<file path="src/rtl/round_cipher_stage.sv">
// Round-based XOR/rotate/add cipher stage with valid/ready on both sides.
// Result is {carry_flag, data}; held until the downstream stage accepts it.
module round_cipher_stage #(
    parameter int unsigned DATA_W = 16,
    parameter int unsigned KEY_W  = 5,
    parameter int unsigned ROUNDS = 4
) (
    input  logic              clk2,
    input  logic              rst,
    input  logic [KEY_W-1:0]  key_bits,
    input  logic [DATA_W-1:0] in_data,
    input  logic              in_valid,
    output logic              in_ready,
    output logic [DATA_W:0]   out_data,
    output logic              out_valid,
    input  logic              out_ready,
    output logic              busy
);

    localparam int unsigned CNT_W = 4;
    localparam int unsigned OUT_W = DATA_W + 1;
    localparam logic [CNT_W-1:0] LAST_R = CNT_W'(ROUNDS - 1);

    localparam logic [1:0] S_IDLE  = 2'd0;
    localparam logic [1:0] S_ROUND = 2'd1;
    localparam logic [1:0] S_HOLD  = 2'd2;

    logic [1:0]        state_q, state_d;
    logic [DATA_W-1:0] d_q, d_d;
    logic [KEY_W-1:0]  k_q, k_d;
    logic [CNT_W-1:0]  r_q, r_d;
    logic              carry_q, carry_d;
    logic [OUT_W-1:0]  out_data_q, out_data_d;
    logic              out_valid_q, out_valid_d;
    logic              in_ready_q, in_ready_d;
    logic              busy_q, busy_d;

    logic [DATA_W-1:0]   k16_c;
    logic [DATA_W-1:0]   t_c;
    logic [CNT_W-1:0]    rot_amt_c;
    logic [2*DATA_W-1:0] dbl_c;
    logic [DATA_W-1:0]   t2_c;
    logic [OUT_W-1:0]    s_c;

    // One cipher round on the current word; rotate via doubled-word shift.
    always_comb begin
        k16_c     = {k_q, k_q, k_q, k_q[KEY_W-1]};
        t_c       = d_q ^ k16_c;
        rot_amt_c = k_q[CNT_W-1:0] + r_q;
        dbl_c     = {t_c, t_c} << rot_amt_c;
        t2_c      = dbl_c[2*DATA_W-1:DATA_W];
        s_c       = {1'b0, t2_c} + OUT_W'(k_q) + OUT_W'(r_q);
    end

    // Next-state and registered-output logic.
    always_comb begin
        state_d     = state_q;
        d_d         = d_q;
        k_d         = k_q;
        r_d         = r_q;
        carry_d     = carry_q;
        out_data_d  = out_data_q;
        out_valid_d = out_valid_q;
        in_ready_d  = in_ready_q;
        busy_d      = busy_q;

        case (state_q)
            S_IDLE: begin
                if (in_valid) begin
                    d_d        = in_data;
                    k_d        = key_bits;
                    r_d        = '0;
                    carry_d    = 1'b0;
                    in_ready_d = 1'b0;
                    busy_d     = 1'b1;
                    state_d    = S_ROUND;
                end
            end
            S_ROUND: begin
                d_d     = s_c[DATA_W-1:0];
                carry_d = carry_q | s_c[DATA_W];
                r_d     = r_q + CNT_W'(1);
                if (r_q == LAST_R) begin
                    out_data_d  = {carry_q | s_c[DATA_W], s_c[DATA_W-1:0]};
                    out_valid_d = 1'b1;
                    state_d     = S_HOLD;
                end
            end
            S_HOLD: begin
                if (out_valid_q && out_ready) begin
                    out_valid_d = 1'b0;
                    in_ready_d  = 1'b1;
                    busy_d      = 1'b0;
                    state_d     = S_IDLE;
                end
            end
            default: begin
                out_valid_d = 1'b0;
                in_ready_d  = 1'b1;
                busy_d      = 1'b0;
                state_d     = S_IDLE;
            end
        endcase
    end

    always_ff @(posedge clk2 or negedge rst) begin
        if (!rst) begin
            state_q     <= S_IDLE;
            d_q         <= '0;
            k_q         <= '0;
            r_q         <= '0;
            carry_q     <= 1'b0;
            out_data_q  <= '0;
            out_valid_q <= 1'b0;
            in_ready_q  <= 1'b1;
            busy_q      <= 1'b0;
        end else begin
            state_q     <= state_d;
            d_q         <= d_d;
            k_q         <= k_d;
            r_q         <= r_d;
            carry_q     <= carry_d;
            out_data_q  <= out_data_d;
            out_valid_q <= out_valid_d;
            in_ready_q  <= in_ready_d;
            busy_q      <= busy_d;
        end
    end

    assign in_ready  = in_ready_q;
    assign out_data  = out_data_q;
    assign out_valid = out_valid_q;
    assign busy      = busy_q;

endmodule
</file>
<file path="config.mk">
export PLATFORM = sky130hd
export DESIGN_NAME = round_cipher_stage
export DESIGN_NICKNAME = d
export VERILOG_FILES = /design/src/rtl/round_cipher_stage.sv
export SDC_FILE = /design/constraint.sdc
export NUM_CORES = 1
export LEC_CHECK = 0
export CAP_MARGIN = 10
export CORE_UTILIZATION = 34
export CTS_CLUSTER_SIZE = 25
export DETAILED_ROUTE_END_ITERATION = 8
export DONT_BUFFER_PORTS = 1
export PLACE_DENSITY = 0.52
export SLEW_MARGIN = 10
export SYNTH_ARGS = -nofsm -noshare
export SYNTH_HDL_FRONTEND = slang
export SYNTH_SLANG_ARGS = --single-unit
</file>
<file path="constraint.sdc">
create_clock -name clk2 -period 9.9 [get_ports clk2]
set_input_delay 1.98 -clock clk2 [delete_from_list [all_inputs] [get_ports clk2]]
set_output_delay 1.98 -clock clk2 [all_outputs]
set_load 0.005 [all_outputs]
</file>
==> key figures <==
Run status
  • Status: completed

Worst setup path
  • RR Startpoint: k_q[0]
  • WP depth: 19
  • Critical Path RT: 10.06 ns
  • CP startpoint kind: register
  • Crit path max fanout: 25
  • Crit Path Class: reg2reg
  • CP dominant cell by count: a21oi_1
  • Crit-path leading delay family: adder cells
  • Last element of the critical path: d_q[13]
  • Crit-path slowest cell: ha_1
  • Setup crit start: k_q[0]
  • Critical Path Sink Type: register
  • Worst path cell trace: ha_1 > mux2_2 > mux2i_1 > and2_1 > a211oi_1 > a21oi_1 > fa_1 > inv_1 > ha_1 > inv_1 > fa_1 > inv_1 > a21oi_1 > o21bai_1 > a21oi_1 > or4_4 > a211oi_2 > xnor2_1 > a21oi_1
  • Reg2reg end: d_q[13]
  • R2R cell count: 19
  • Crit path DAT: 5.78 ns
  • WP buf/inv: 3
  • Reg2Reg Setup Slack: 4.28 ns
  • Largest stage delay on the critical path: 1.08 ns

Clock network
  • CTS Buf Count: 5
  • Htree depth: 2
  • Max Root-Sink Buffers: 2
  • Cts repair resizes: 0
  • Clk Latency, worst-skew pair: 0.29 ns
  • CTS root buf: clkbuf_16
  • CTS tree: yes
  • Worst-path clk slew: 0.07 ns
  • TritonCTS sink count: 48
  • CTS Hold Bufs: 0
  • Post-CTS Repair Setup Buffers: 0

GRT
  • GRT Overall Usage: 18.88%
  • Vias in the first global route: 2970
  • Largest net degree at the start of global routing: 49
  • Antenna violations before repair: 1
  • GRT overflow: 0
  • Global-route wire length before repair: 16930 um

STA
  • Hold Slack: 0.5116 ns
  • Min Tclk post-route: 5.617 ns
  • Worst Skew: 0.01098 ns
  • Slew Limit Headroom: 26.20%
  • Final Max Slew Viols: 0
  • Final setup vio count: 0
  • Tcrit/Tclk final: 56.74%
  • Final hold vios: 0
  • Peak Freq: 0.1780 GHz
  • Post-Route Setup TNS: 0 ns
  • RSZ-0062 raised after global routing: no
  • Worst slew pin tran: 1.107 ns

Logic synthesis
  • Post-synthesis sequential area ratio: 30.62%
  • Mapped Nets: 445
  • Synth Cell Area: 3926 um^2
  • Count leader, synth: dfrtp_1
  • Distinct cells, synth: 50
  • Synth warn: 0
  • Commonest cells in the netlist: 47 x dfrtp_1, 41 x nand2_1, 39 x mux2i_1, 30 x mux2_2
  • Register bit total from synthesis: 48
  • Primary FF master, synth: dfrtp_1
  • Largest cells by area after synthesis: dfrtp_1 30%, mux2i_1 9.9%, mux2_2 8.6%, mux4_2 6.3%, xor2_1 4.9%
  • Syn_area_per_cell: 9.743 um^2
  • Share of async-settable or async-resettable flops after synthesis: 100.0%
  • Post-synth EDFFs: 0
  • Synth area leader: dfrtp_1
  • Cells after synthesis: 403
  • Post-synth top area share: 29.96%

Routing
  • DR vias: 2980
  • ANT nets after route: 0
  • WL final: 10500 um
  • Initial DRT Pass Iterations: 4
  • Wire length per cell: 19.63 um
  • Drc violations: 0
  • First DRT Iteration DRCs: 170
  • Vias per inst: 5.570

Placed design
  • Final RePlAce weighted congestion: 0.8841
  • Placed Cells: 526
  • Buffers added on ports: 0
  • Hpwl dp: 8014 um

Floorplanning
  • Top Ports: 45
  • Area of the core: 11030 um^2
  • Die area: 11980 um^2
  • Die Y: 109.5 um
  • Rows: 38
  • Chip Width: 109.5 um
  • Initial Utilization: 35.59%

Cells and area
  • Layout fillers: 1101
  • # nets final: 435
  • Fin cells: 535
  • Layout cells sized above 1: 17.26%
  • Area grow syn2layout: 8.477%

Run
  • Total of max-cap violations: 0

Worst hold path
  • Min-Delay Path Class: reg2reg
## placed cells by master (no fill, tap or decap), types with 2 or more instances in the layout
cell / count
o22ai_1: 2
nor2b_2: 2
o21ai_0: 27
o21ai_1: 3
xor2_1: 22
a221o_1: 2
dfrtp_1: 47
nor3_1: 7
mux2i_1: 39
a21o_1: 3
and3_1: 2
fa_1: 5
xnor2_2: 2
bufinv_16: 2
inv_1: 16
a21oi_1: 19
buf_4: 5
o21bai_1: 3
clkbuf_16: 5
xnor2_1: 10
nand3_1: 2
nand4_1: 2
nor4_2: 2
and2_1: 3
nor2_1: 27
a22oi_1: 4
a211oi_1: 7
mux4_2: 11
mux2_2: 30
a31oi_1: 3
nor2b_1: 7
nand2_1: 41
ha_1: 12
## layout make-up
class / instances / area [um^2] / area share, %
Antenna cell: 1 / 2.502 / 0.05875
Sequential cell: 48 / 1202 / 28.23
Timing Repair Buffer: 5 / 37.54 / 0.8813
Inverter: 16 / 60.06 / 1.410
Clock inverter: 3 / 68.82 / 1.616
Multi-Input combinational cell: 317 / 2587 / 60.75
Tap cell: 140 / 175.2 / 4.113
Clock buffer: 5 / 125.1 / 2.938
## worst min path at each step
stage	cells after the start	slack, ns	endpoint	start
2_1_floorplan	2	0.46	carry_q	carry_q
3_3_place_gp	2	0.49	carry_q	carry_q
3_5_place_dp	2	0.49	carry_q	carry_q
4_1_cts	2	0.51	carry_q	carry_q
5_1_grt	2	0.55	out_data[7]	out_data[7]
6_report	2	0.51	carry_q	carry_q
## registers in the layout (all words and copies together), names as in the netlist
name       flops
out_data      17
d_q           16
k_q            5
r_q            4
state_q        2
busy           1
carry_q        1
in_ready       1
out_valid      1
## through the flow
| step | utilization [%] | setup slack (ns) | cell area (um^2) |
|---|---|---|---|
| floorplan | - | 5.033 | 3926 |
| global placement | 36.83 | 4.337 | 4063 |
| detailed placement | 36.83 | 4.346 | 4063 |
| CTS | 38.59 | 4.312 | 4257 |
| global route | 38.61 | 3.982 | 4259 |
| finish | 38.61 | 4.283 | 4259 |
## cell families (layout without fill, tap and decap cells)
family	count (synthesis)	count (layout)	share of synthesized area (%)
AO/OA/AOI/OAI	83	83	13.19
XOR/XNOR	36	36	8.700
other	0	1	0
multiplexers	81	81	25.24
buffers and inverters	38	29	3.983
flip-flops	48	48	30.62
AND/OR/NAND/NOR	100	100	11.89
adder cells (fa/ha/maj)	17	17	6.373
## routing by layer
layer  part of all wire [%]  up-vias  global-route usage, %
met5                      0        -                      0
met4                    1.5        0                  5.429
met3                    5.5       10                  3.379
met2                     45       80                  28.62
met1                     48     1477                  27.38
li1                       -     1413                      -
## worst reg2reg max path, delay by kind of cell, from the launching register on
kind / cells / cell delay (ns)
compound gates: 7 / 1.05
xor+xnor: 1 / 0.21
fa+ha+maj: 4 / 2.14
buf+inv: 3 / 0.21
flops: 1 / 0.49
mux: 2 / 0.74
simple gates: 2 / 0.65
Power is not shown: default switching activity piles up to over one toggle a cycle in this logic, so the estimate is an artifact.
